==> config.mk <==
export PLATFORM = sky130hd
export DESIGN_NAME = imm_gen_pipe_flat
export DESIGN_NICKNAME = d
export VERILOG_FILES = /design/src/rtl/imm_gen_if.sv /design/src/rtl/imm_gen_pipe.sv /design/src/flat_wrapper.sv
export SDC_FILE = /design/constraint.sdc
export NUM_CORES = 1
export LEC_CHECK = 0
export BUFFER_PORTS_ARGS = -buffer_cell sky130_fd_sc_hd__buf_2
export CORE_UTILIZATION = 30
export CTS_CLUSTER_SIZE = 40
export DETAILED_ROUTE_END_ITERATION = 8
export SYNTH_ARGS = -nofsm -noshare
export SYNTH_HDL_FRONTEND = slang
export SYNTH_SLANG_ARGS = --single-unit
==> constraint.sdc <==
create_clock -name i_clk -period 2.4 [get_ports i_clk]
set_input_delay 0.24 -clock i_clk [delete_from_list [all_inputs] [get_ports i_clk]]
set_output_delay 0.24 -clock i_clk [all_outputs]
set_load 0.1 [all_outputs]
==> src/rtl/imm_gen_if.sv <==
// Handshake bundle for imm_gen_pipe: upstream instruction in,
// downstream decoded immediate out, each with valid/ready.
interface imm_gen_if #(
  parameter int XLEN  = 32,
  parameter int TAG_W = 32
);
  logic             i_valid;
  logic             o_ready;
  logic [31:0]      i_instr;
  logic [TAG_W-1:0] i_tag;
  logic             o_valid;
  logic             i_ready;
  logic [XLEN-1:0]  o_imm;
  logic [2:0]       o_fmt;
  logic             o_illegal;
  logic [TAG_W-1:0] o_tag;

  modport master (
    output i_valid, i_instr, i_tag, i_ready,
    input  o_ready, o_valid, o_imm, o_fmt, o_illegal, o_tag
  );

  modport slave (
    input  i_valid, i_instr, i_tag, i_ready,
    output o_ready, o_valid, o_imm, o_fmt, o_illegal, o_tag
  );
endinterface

==> src/rtl/imm_gen_pipe.sv <==
// Pipelined RV32I/RV64I immediate decoder with a 2-entry skid buffer.
// Ports: i_clk, i_rst_n (async low), i_flush, bus (imm_gen_if.slave).
module imm_gen_pipe #(
  parameter int XLEN  = 32,
  parameter int TAG_W = 32
) (
  input logic      i_clk,
  input logic      i_rst_n,
  input logic      i_flush,
  imm_gen_if.slave bus
);

  localparam bit X64 = (XLEN == 64);

  localparam logic [6:0] OP_IMM   = 7'b0010011;
  localparam logic [6:0] OP_IMM32 = 7'b0011011;
  localparam logic [6:0] OP_LOAD  = 7'b0000011;
  localparam logic [6:0] OP_JALR  = 7'b1100111;
  localparam logic [6:0] OP_FENCE = 7'b0001111;
  localparam logic [6:0] OP_STORE = 7'b0100011;
  localparam logic [6:0] OP_BR    = 7'b1100011;
  localparam logic [6:0] OP_LUI   = 7'b0110111;
  localparam logic [6:0] OP_AUIPC = 7'b0010111;
  localparam logic [6:0] OP_JAL   = 7'b1101111;
  localparam logic [6:0] OP_SYS   = 7'b1110011;
  localparam logic [6:0] OP_REG   = 7'b0110011;
  localparam logic [6:0] OP_REG32 = 7'b0111011;

  typedef enum logic [2:0] {
    F_NONE, F_I, F_S, F_B, F_U, F_J, F_Z, F_R
  } fmt_e;

  typedef struct packed {
    logic [XLEN-1:0]  imm;
    logic [2:0]       fmt;
    logic             ill;
    logic [TAG_W-1:0] tag;
  } ent_t;

  logic [31:0]     w_in;
  logic [2:0]      w_f3;
  logic [XLEN-1:0] w_imm_i;
  logic [XLEN-1:0] w_imm_s;
  logic [XLEN-1:0] w_imm_b;
  logic [XLEN-1:0] w_imm_u;
  logic [XLEN-1:0] w_imm_j;
  logic [XLEN-1:0] w_zimm;
  logic [XLEN-1:0] w_sh5;
  logic [XLEN-1:0] w_sh6;
  logic [XLEN-1:0] w_imm;
  fmt_e            w_fmt;
  logic            w_ill;
  ent_t            w_ent;

  assign w_in = bus.i_instr;
  assign w_f3 = w_in[14:12];

  assign w_imm_i = XLEN'($signed(w_in[31:20]));
  assign w_imm_s = XLEN'($signed({w_in[31:25], w_in[11:7]}));
  assign w_imm_b = XLEN'($signed({w_in[31], w_in[7],
                                  w_in[30:25], w_in[11:8], 1'b0}));
  assign w_imm_u = XLEN'($signed({w_in[31:12], 12'b0}));
  assign w_imm_j = XLEN'($signed({w_in[31], w_in[19:12],
                                  w_in[20], w_in[30:21], 1'b0}));
  assign w_zimm  = XLEN'(w_in[19:15]);
  assign w_sh5   = XLEN'(w_in[24:20]);
  assign w_sh6   = XLEN'(w_in[25:20]);

  always_comb begin
    w_imm = '0;
    w_fmt = F_NONE;
    w_ill = 1'b0;
    unique case (w_in[6:0])
      OP_IMM: begin
        w_fmt = F_I;
        // funct3 x01 selects slli/srli/srai
        if (w_f3[1:0] == 2'b01) begin
          w_imm = X64 ? w_sh6 : w_sh5;
          w_ill = !X64 && w_in[25];
        end else begin
          w_imm = w_imm_i;
        end
      end
      OP_IMM32: begin
        if (X64) begin
          w_fmt = F_I;
          w_imm = (w_f3[1:0] == 2'b01) ? w_sh5 : w_imm_i;
        end else begin
          w_ill = 1'b1;
        end
      end
      OP_LOAD, OP_JALR, OP_FENCE: begin
        w_fmt = F_I;
        w_imm = w_imm_i;
      end
      OP_STORE: begin
        w_fmt = F_S;
        w_imm = w_imm_s;
      end
      OP_BR: begin
        w_fmt = F_B;
        w_imm = w_imm_b;
      end
      OP_LUI, OP_AUIPC: begin
        w_fmt = F_U;
        w_imm = w_imm_u;
      end
      OP_JAL: begin
        w_fmt = F_J;
        w_imm = w_imm_j;
      end
      OP_SYS: begin
        if (w_f3[2]) begin
          w_fmt = F_Z;
          w_imm = w_zimm;
        end else begin
          w_fmt = F_I;
          w_imm = w_imm_i;
        end
      end
      OP_REG: w_fmt = F_R;
      OP_REG32: begin
        if (X64) w_fmt = F_R;
        else     w_ill = 1'b1;
      end
      default: w_ill = 1'b1;
    endcase
  end

  assign w_ent = '{imm: w_imm, fmt: w_fmt,
                   ill: w_ill, tag: bus.i_tag};

  ent_t       r_mem [2];
  logic       r_wp;
  logic       r_rp;
  logic [1:0] r_cnt;

  logic w_vld;
  logic w_rdy;
  logic w_push;
  logic w_pop;
  ent_t w_head;

  assign w_vld  = (r_cnt != 2'd0);
  assign w_rdy  = (r_cnt != 2'd2);
  assign w_push = bus.i_valid && w_rdy;
  assign w_pop  = w_vld && bus.i_ready;

  always_ff @(posedge i_clk or negedge i_rst_n) begin
    if (!i_rst_n) begin
      r_mem[0] <= '0;
      r_mem[1] <= '0;
      r_wp     <= 1'b0;
      r_rp     <= 1'b0;
      r_cnt    <= 2'd0;
    end else if (i_flush) begin
      r_wp  <= 1'b0;
      r_rp  <= 1'b0;
      r_cnt <= 2'd0;
    end else begin
      if (w_push) begin
        r_mem[r_wp] <= w_ent;
        r_wp        <= ~r_wp;
      end
      if (w_pop) r_rp <= ~r_rp;
      r_cnt <= r_cnt + {1'b0, w_push} - {1'b0, w_pop};
    end
  end

  // Outputs read zero whenever the buffer is empty.
  assign w_head = w_vld ? r_mem[r_rp] : '0;

  assign bus.o_valid   = w_vld;
  assign bus.o_ready   = w_rdy;
  assign bus.o_imm     = w_head.imm;
  assign bus.o_fmt     = w_head.fmt;
  assign bus.o_illegal = w_head.ill;
  assign bus.o_tag     = w_head.tag;

endmodule
==> src/flat_wrapper.sv <==
// flat-port wrapper written by rule: the top's interface ports become plain ports
module imm_gen_pipe_flat 
#(
  parameter int XLEN  = 32,
  parameter int TAG_W = 32
)
  (i_clk, i_rst_n, i_flush, bus_i_valid, bus_i_instr, bus_i_tag, bus_i_ready, bus_o_ready, bus_o_valid, bus_o_imm, bus_o_fmt, bus_o_illegal, bus_o_tag);
  imm_gen_if #(.XLEN(XLEN), .TAG_W(TAG_W)) bus_i ();
  input logic i_clk;
  input logic i_rst_n;
  input logic i_flush;
  input wire logic [$bits(bus_i.i_valid)-1:0] bus_i_valid;
  input wire logic [$bits(bus_i.i_instr)-1:0] bus_i_instr;
  input wire logic [$bits(bus_i.i_tag)-1:0] bus_i_tag;
  input wire logic [$bits(bus_i.i_ready)-1:0] bus_i_ready;
  output wire logic [$bits(bus_i.o_ready)-1:0] bus_o_ready;
  output wire logic [$bits(bus_i.o_valid)-1:0] bus_o_valid;
  output wire logic [$bits(bus_i.o_imm)-1:0] bus_o_imm;
  output wire logic [$bits(bus_i.o_fmt)-1:0] bus_o_fmt;
  output wire logic [$bits(bus_i.o_illegal)-1:0] bus_o_illegal;
  output wire logic [$bits(bus_i.o_tag)-1:0] bus_o_tag;
  assign bus_i.i_valid = bus_i_valid;
  assign bus_i.i_instr = bus_i_instr;
  assign bus_i.i_tag = bus_i_tag;
  assign bus_i.i_ready = bus_i_ready;
  assign bus_o_ready = bus_i.o_ready;
  assign bus_o_valid = bus_i.o_valid;
  assign bus_o_imm = bus_i.o_imm;
  assign bus_o_fmt = bus_i.o_fmt;
  assign bus_o_illegal = bus_i.o_illegal;
  assign bus_o_tag = bus_i.o_tag;
  imm_gen_pipe #(.XLEN(XLEN), .TAG_W(TAG_W)) u_core (.i_clk(i_clk), .i_rst_n(i_rst_n), .i_flush(i_flush), .bus(bus_i));
endmodule
==> results of run 1 <==
[tightest hold or removal path, stage by stage]
cell and delay [ns]:
buf_2 0.08, nand2_1 0.04, nand2_1 0.05
[worst max-delay path by stage]
stage / from / end / slack (ns) / cells after the start
after detailed placement: bus_i_instr[3] / u_core.r_mem[67]$_DFFE_PN0P_ / -0.06 / 6
final: u_core.r_rp$_DFFE_PN0P_ / bus_o_imm[11] / 0.13 / 4
after CTS: u_core.r_rp$_DFFE_PN0P_ / bus_o_imm[11] / 0.13 / 4
after global placement: bus_i_instr[3] / u_core.r_mem[67]$_DFFE_PN0P_ / 0.04 / 6
after global routing: u_core.r_cnt[0]$_DFF_PN0_ / u_core.r_mem[67]$_DFFE_PN0P_ / 0.05 / 5
after floorplan: u_core.r_rp$_DFFE_PN0P_ / bus_o_imm[31] / 0.07 / 4
[synth_stat cells, types with 3 or more instances]
cell	n
o2bb2ai_1	4
nand3b_1	4
inv_1	8
mux2i_1	69
nor2b_1	3
clkbuf_1	38
o21ai_0	24
o41ai_1	4
nor2_1	114
buf_1	6
buf_2	6
a31oi_1	10
a21oi_1	14
a211o_1	23
o31ai_1	12
nor3_1	3
nand2_1	263
dfrtp_1	140
[per-stage QoR]
step	TNS, ns	worst slack (ns)
floorplan	0	0.0665
global placement	0	0.0388
detailed placement	-0.333	-0.0581
CTS	0	0.133
global route	0	0.0500
finish	0	0.131
[metal layers]
| layer | wire (um) | share of wire (%) | track usage, % |
|---|---|---|---|
| met1 | 9510 | 50 | 24.4 |
| met2 | 8490 | 45 | 25.4 |
| met3 | 748 | 3.9 | 3.03 |
| met4 | 301 | 1.6 | 5.57 |
| met5 | 0 | 0 | 0 |
[registers in the layout, indices dropped and copies added, names as in the netlist]
| name | count |
|---|---|
| u_core.r_wp | 1 |
| u_core.r_rp | 1 |
| u_core.r_cnt | 2 |
| u_core.r_mem | 136 |
[layout make-up]
type	instances	area, sq um	area share, %
clock buffer	20	457	5.20
clock inverter	12	140	1.60
inverter	8	30.0	0.342
multi-input combinational	584	3300	37.6
sequential	140	3510	40.0
tap	285	357	4.06
timing repair buffer	159	982	11.2
[power by group]
part	internal [mW]	total, mW	switching (mW)
logic	1.32	5.45	4.13
clock network	1.59	2.66	1.07
registers	3.11	3.50	0.395
[kinds of logic (layout without fill, tap and decap cells)]
kind of cell | Yosys count | after routing | synth area share (%)
AO/OA/AOI/OAI | 103 | 103 | 10.9
XOR/XNOR | 4 | 4 | 0.510
adder cells (fa/ha/maj) | 2 | 2 | 0.364
buffers and inverters | 60 | 199 | 3.55
flip-flops | 140 | 140 | 51.0
multiplexers | 71 | 71 | 10.4
AND/OR/NAND/NOR | 404 | 404 | 23.4
==> flow_metrics.tcl, run 1 <==
set metrics [dict create \
    status "finished clean" \
    cp-end-kind "primary output" \
    min_to "u_core.r_mem[74]$_DFFE_PN0P_" \
    drive_gt1_share_pct 28.4 \
    ys_ff_latch 140 \
    fin_skew_ns 0.0168 \
    hold_viol_final 0 \
    globalplace.congestion 0.808 \
    final_area_sq_mm 0.00878 \
    initial_core_util_pct 30.4 \
    timing.rr.end "u_core.r_mem[67]$_DFFE_PN0P_" \
    syn_inst 784 \
    ioPinCount 139 \
    synthArstFlopShare_pct 100 \
    reg2reg_depth 5 \
    tightest_slew_ns 1.08 \
    cts_max_path_buffers 2 \
    vias 5794 \
    cpLargestDelayFamily "buffers and inverters" \
    drv_cap 0 \
    ff2ff_setup_slack_ns 0.24 \
    drc 0 \
    whs_ns 0.0202 \
    max_freq_mhz 441 \
    maxSlewHeadroom_pct 28.0 \
    ys_types 46 \
    p_leak_nw 4.31 \
    drt_iter0_drc 329 \
    r2r-start "u_core.r_cnt[0]$_DFF_PN0_" \
    hp-class "primary input to flip-flop" \
    period_share_pct 94.5 \
    dpl.cell_count 1174 \
    yosysTopAreaCellShare_pct 51.0 \
    syn_area_per_cell_sq_um 8.77 \
    yosys_most_used_dff "dfrtp_1" \
    htreeDepth 4 \
    worstSetupStartpointType "flip-flop" \
    final_util_pct 38.9 \
    path_buf_inv 2 \
    cp_max_fo 52 \
    grt-ovfl-total 0 \
    synth_edf_count 0 \
    setup_viol 0 \
    cp_data_arrival_time_ns 2.03 \
    num-fill-cells 2304 \
    vias_per_cell 4.80 \
    drtAntennaViolNets 0 \
    numCtsBuffers 17 \
    synthTopCellsByArea "dfrtp_1, nand2_1, mux2i_1, nor2_1, a211o_1" \
    ir_drop_mv 0.543 \
    synth.net_count 855 \
    netlist_area_sq_mm 0.00687 \
    final_net_count 981 \
    antenna_found_initial 0 \
    clock-sinks 140 \
    io_buffers 138 \
    grt_pass1_vias 5587 \
    clock_latency_ns 0.43 \
    layout_common_cells "nand2_1, dfrtp_1, buf_2" \
    cts_root_buffer "clkbuf_16" \
    die_h_um 153 \
    dpl.hpwl_mm 12.6 \
    hold_path_depth 3 \
    yosys_warnings 0 \
    slew_violations 0 \
    routedWlPerCell_um 15.8 \
    path_cells "buf_12 -> mux2i_1 -> nor2_2 -> buf_2" \
    cts_tree "built" \
    synth_top_area_cell "dfrtp_1" \
    wl_mm 19.1 \
    antennaDiodeCount 0 \
    slowest_stage "buf_2" \
    cts_resized 0 \
    holdBufCountCts 2 \
    core_sq_mm 0.0226 \
    path_clk_slew_ns 0.06 \
    dieArea_sq_mm 0.0235 \
    grt_usage_pct 16.9 \
    post_dp_cell_area_sq_mm 0.00816 \
    path_class "flip-flop to primary output" \
    grt_max_degree 92 \
    rsz0062_at_grt "no" \
    critPathMaxStageDelay_ns 0.45 \
    grt_pass1_wl_mm 31.1 \
    power_density_mw_per_mm2 1320 \
    fin_crit_ns 2.27 \
    fp-row-count 55 \
    fp.dieW_um 153 \
    finalPower_mw 11.6 \
    layout_commonest_cell "nand2_1" \
    min_from "bus_i_tag[6]" \
    drt_pre_antenna_iters 5 \
    post-cts-setup-buffer-count 0 \
    yosysSeqAreaShare_pct 51.0 \
    final_cells 1208 \
    syn_to_final_growth_pct 27.7 \
    crit_required_ns 2.16 \
]
No activity file was read; power rests on OpenSTA's default activity.
==> run 2: changes to the inputs <==
ABC_AREA = 1   (was not set)
CAP_MARGIN = 10   (was not set)
==> flow_metrics.tcl, run 2 <==
set metrics [dict create \
    sw_frac_of_total_pct 48.2 \
    synthTopCellsByArea "dfrtp_1, nand2_1, a21oi_1, o21ai_0, inv_1" \
    fp.dieW_um 158 \
    cts_resized 0 \
    synth_common_cells "nand2_1, dfrtp_1, a21oi_1" \
    r2r-start "u_core.r_cnt[0]$_DFF_PN0_" \
    cp-startpoint "u_core.r_rp$_DFFE_PN0P_" \
    p_leak_nw 5.06 \
    yosys_warnings 0 \
    syn_to_final_growth_pct 38.8 \
    io_buffers 138 \
    hold_path_depth 3 \
    top_regs "u_core.r_mem x136, u_core.r_cnt x2" \
    layout_common_cells "nand2_1, dfrtp_1, buf_2" \
    die_h_um 158 \
    min_from "bus_i_tag[20]" \
    htreeDepth 4 \
    netlist_area_sq_mm 0.00734 \
    yosysSeqAreaShare_pct 47.7 \
    fin_crit_ns 2.16 \
    clock-sinks 140 \
    rsz0062_at_grt "no" \
    path_cells "inv_2 -> buf_4 -> nand2_1 -> a21oi_2 -> buf_12" \
    crit_required_ns 2.16 \
    max_freq_mhz 462 \
    maxSlewHeadroom_pct 55.3 \
    grt_use_met3_pct 4.14 \
    syn_area_per_cell_sq_um 7.15 \
    drive_gt1_share_pct 26.1 \
    routedWlPerCell_um 14.9 \
    cp-end-kind "primary output" \
    grt_max_degree 59 \
    internal-power_mw 6.20 \
    vias_per_cell 4.74 \
    ioPinCount 139 \
    path_buf_inv 3 \
    tightest_slew_ns 0.667 \
    fin_skew_ns 0.00825 \
    ys_types 30 \
    slew_violations 0 \
    path_clk_slew_ns 0.07 \
    hold_viol_final 0 \
    grt_usage_pct 18.7 \
    synth.net_count 1097 \
    clock_latency_ns 0.43 \
    cp_max_fo 22 \
    antennaDiodeCount 0 \
    synthArstFlopShare_pct 100 \
    antenna_found_initial 1 \
    grt-ovfl-total 0 \
    cts_tree "built" \
    cts_root_buffer "clkbuf_16" \
    dpl.hpwl_mm 14.8 \
    critPathMaxStageDelay_ns 0.51 \
    layout_commonest_cell "nand2_1" \
    grt_use_met2_pct 29.2 \
    drc 0 \
    use_met1_pct 25.7 \
    drtAntennaViolNets 0 \
    setup_tns_ns 0 \
    path_depth 5 \
    p_switching_mw 5.76 \
    p_clk_share_pct 21.0 \
    yosys_most_used_dff "dfrtp_1" \
    reg2reg_depth 7 \
    regMostFlops "u_core.r_mem" \
    dieArea_sq_mm 0.0251 \
    drt_pre_antenna_iters 5 \
    status "finished clean" \
    slowest_stage "dfrtp_2" \
    cpLargestDelayFamily "buffers and inverters" \
    syn_inst 1026 \
    cts_max_path_buffers 2 \
    initial_core_util_pct 30.9 \
    pwr-share-seq_pct 28.0 \
    synth_top_area_cell "dfrtp_1" \
    grt_pass1_wl_mm 36.2 \
    ys_ff_latch 140 \
    ir_drop_mv 0.674 \
    pwr-share-comb_pct 51.0 \
    power_density_mw_per_mm2 1170 \
    synth_edf_count 0 \
    numCtsBuffers 17 \
    period_share_pct 90.1 \
    core_sq_mm 0.0238 \
    drt_iter0_drc 459 \
    yosysTopAreaCellShare_pct 47.7 \
    grt_pass1_vias 6770 \
    worstSetupStartpointType "flip-flop" \
    whs_ns 0.0746 \
    setup_viol 0 \
    wl_mm 22.0 \
    yosysMostFrequentCell "nand2_1" \
    final_net_count 1217 \
    top_usage_layer "met2" \
    drv_cap 0 \
    cp_data_arrival_time_ns 1.92 \
    largest_reg_flops 136 \
    fp-row-count 56 \
    globalplace.congestion 0.925 \
    hp-class "primary input to flip-flop" \
    vias 7008 \
    path_class "flip-flop to primary output" \
]
==> run 2: changes by cell type after synthesis, moves of 44 or more <==
cell and delta:
a21oi_1 +64, inv_1 +56, mux2i_1 -69, nand2_1 +200, nor2_1 -66, o21ai_0 +44
==> run 2: what timing repair did <==
item | in CTS | in global routing
hold buffers | 1 | 0
buffers inserted | 0 | 0
hold endpoints to repair | 33 | 0
==> run 2: worst min-delay path: stages <==
cell and delay [ns]:
buf_2 0.10, inv_1 0.06, o21ai_1 0.06
==> run 2: routing by layer <==
layer  vias up  wire length [um]
li1       3456                 -
met1      3294             10100
met2       223             10000
met3        33              1440
met4         2               368
met5         -                14
==> run 2: final timing paths <==
check / endpoint / slack (ns)
min in group asynchronous: u_core.r_mem[74]$_DFFE_PN0P_ / 0.28
setup reg to reg: u_core.r_mem[83]$_DFFE_PN0P_ / 0.72
max in group asynchronous: u_core.r_mem[24]$_DFFE_PN0P_ / 1.40
hold reg to reg: u_core.r_mem[36]$_DFFE_PN0P_ / 0.48
setup / recovery: bus_o_imm[4] / 0.24
hold / removal: u_core.r_mem[88]$_DFFE_PN0P_ / 0.07
==> run 2: layout make-up <==
type	count	area, sq um
Tap cell	319	399
Clock inverter	15	128
Inverter	70	263
Timing Repair Buffer	157	1880
Clock buffer	17	425
Multi-Input combinational cell	760	3580
Fill cell	2348	13600
Sequential cell	140	3500
==> run 2: power groups by stage <==
| stage | sequential (mW) | clock [mW] | combinational [mW] |
|---|---|---|---|
| after CTS | 3.35 | 2.58 | 6.17 |
| after global placement | 3.37 | 0 | 6.12 |
| after global routing | 3.44 | 2.68 | 6.49 |
| final | 3.35 | 2.51 | 6.10 |
| after detailed placement | 3.39 | 0 | 6.16 |
| after floorplan | 3.28 | 0 | 4.10 |
==> run 2: kinds of logic after synthesis <==
logic type | synth area share [%]
simple gates | 33.1
compound gates | 11.5
flops | 47.7
buf+inv | 7.08
xor+xnor | 0.239
fa+ha+maj | 0.341
==> run 2: per-stage QoR <==
| step | utilization, % | power [mW] | instance area [sq um] | setup WS [ns] | instances |
|---|---|---|---|---|---|
| after global routing | 42.9 | 12.6 | 10200 | 0.116 | 1478 |
| after CTS | 42.9 | 12.1 | 10200 | 0.209 | 1478 |
| after detailed placement | 40.5 | 9.54 | 9620 | 0.592 | 1445 |
| final | 42.9 | 12.0 | 10200 | 0.237 | 1478 |
| after floorplan | - | 7.38 | 7590 | -0.0264 | 1026 |
| after global placement | 40.5 | 9.48 | 9620 | 0.604 | 1445 |
==> run 3: changes to the inputs <==
CTS_BUF_LIST = sky130_fd_sc_hd__clkbuf_8   (was not set)
==> flow_metrics.tcl, run 3 (synthesis results as in run 2) <==
set metrics [dict create \
    power_density_mw_per_mm2 1130 \
    fin_skew_ns 0.0133 \
    grt_pass1_vias 6704 \
    status "finished clean" \
    final_util_pct 42.1 \
    hp-class "primary input to flip-flop" \
    path_class "flip-flop to primary output" \
    cp-startpoint "u_core.r_rp$_DFFE_PN0P_" \
    layout_common_cells "nand2_1, dfrtp_1, buf_2" \
    dieArea_sq_mm 0.0251 \
    drv_cap 0 \
    cts_tree "built" \
    ioPinCount 139 \
    antenna_found_initial 1 \
    ff2ff_setup_slack_ns 0.73 \
    die_h_um 158 \
    regMostFlops "u_core.r_mem" \
    drive_gt1_share_pct 26.1 \
    fp-row-count 56 \
    globalplace.congestion 0.925 \
    reg2reg_depth 7 \
    clock-sinks 140 \
    layout_commonest_cell "nand2_1" \
    crit_required_ns 2.16 \
    core_sq_mm 0.0238 \
    holdBufCountCts 1 \
    ir_drop_mv 0.674 \
    drc 0 \
    drt_iter0_drc 487 \
    fp.dieW_um 158 \
    htreeDepth 4 \
    p_leak_nw 4.97 \
    post_dp_cell_area_sq_mm 0.00962 \
    rsz0062_at_grt "no" \
    grt_usage_pct 18.5 \
    vias_per_cell 4.71 \
    maxSlewHeadroom_pct 56.3 \
    hold_viol_final 0 \
    cts_root_buffer "clkbuf_8" \
    post-cts-setup-buffer-count 0 \
    drt_pre_antenna_iters 7 \
    period_share_pct 91.3 \
    grt-ovfl-total 0 \
    clock_latency_ns 0.45 \
    setup_viol 0 \
    top_regs "u_core.r_mem x136, u_core.r_cnt x2" \
    min_from "bus_i_tag[19]" \
    cp-end-kind "primary output" \
    r2r-start "u_core.r_cnt[0]$_DFF_PN0_" \
    dpl.cell_count 1445 \
    final_area_sq_mm 0.00999 \
    worstSetupStartpointType "flip-flop" \
    fin_crit_ns 2.19 \
    finalPower_mw 11.2 \
    whs_ns 0.0463 \
    final_cells 1478 \
    wl_mm 21.9 \
    timing.rr.end "u_core.r_mem[83]$_DFFE_PN0P_" \
    max_freq_mhz 456 \
    drtAntennaViolNets 0 \
    critPathCapture "bus_o_imm[4]" \
    largest_reg_flops 136 \
    path_clk_slew_ns 0.09 \
    syn_to_final_growth_pct 36.2 \
    antennaDiodeCount 0 \
    vias 6963 \
    tightest_slew_ns 0.652 \
    cts_max_path_buffers 2 \
    slew_violations 0 \
    io_buffers 138 \
    cp_data_arrival_time_ns 1.95 \
    grt_pass1_wl_mm 35.9 \
    grt_max_degree 59 \
    initial_core_util_pct 30.9 \
    routedWlPerCell_um 14.8 \
    cp_max_fo 22 \
    dpl.hpwl_mm 14.8 \
    cts_resized 0 \
    numCtsBuffers 17 \
    final_net_count 1217 \
]
[run 3: cell counts in the layout (fill, tap and decap cells not counted)]
Identical to the previous run, type by type.
[run 3: report_power, final]
group | internal, mW | total, mW | switching, mW | leakage (nW)
clock network | 0.749 | 1.81 | 1.06 | 0.175
logic | 1.85 | 6.09 | 4.25 | 2.96
registers | 2.99 | 3.34 | 0.352 | 1.84
total | 5.59 | 11.2 | 5.66 | 4.97
[run 3: final cells by class]
cell class              instances  area, sq um
clock buffers                  17          234
fillers                      2373        13800
clock inverters                15          128
inverters                      70          263
well taps                     319          399
multi-input cells             760         3580
flip-flops and latches        140         3500
repair buffers                157         1880
[run 3: worst min path at each step]
stage | to | slack (ns) | cells past startpoint
after floorplan | u_core.r_cnt[0]$_DFF_PN0_ | -0.06 | 0
after global placement | u_core.r_mem[7]$_DFFE_PN0P_ | 0.16 | 1
after detailed placement | u_core.r_mem[75]$_DFFE_PN0P_ | 0.16 | 1
after CTS | u_core.r_mem[87]$_DFFE_PN0P_ | 0.02 | 3
after global routing | u_core.r_mem[88]$_DFFE_PN0P_ | 0.03 | 3
final | u_core.r_mem[87]$_DFFE_PN0P_ | 0.05 | 3
[run 3: layer usage]
metal  track usage, %  routed length (um)  share of wire, %
met5                0                  14             0.064
met4             5.36                 379               1.7
met3             3.86                1330               6.1
met2             28.9                9890                45
met1             25.7               10300                47
[run 3: critical path: stages, from the launching register on]
cell and delay (ns):
dfrtp_2 0.52, inv_2 0.12, buf_4 0.30, nand2_1 0.11, a21oi_2 0.24, buf_12 0.21
[run 3: stage by stage]
stage | setup slack, ns | TNS, ns
2_1_floorplan | -0.0264 | -0.0791
5_1_grt | 0.0685 | 0
3_5_place_dp | 0.592 | 0
6_report | 0.208 | 0
4_1_cts | 0.167 | 0
3_3_place_gp | 0.604 | 0
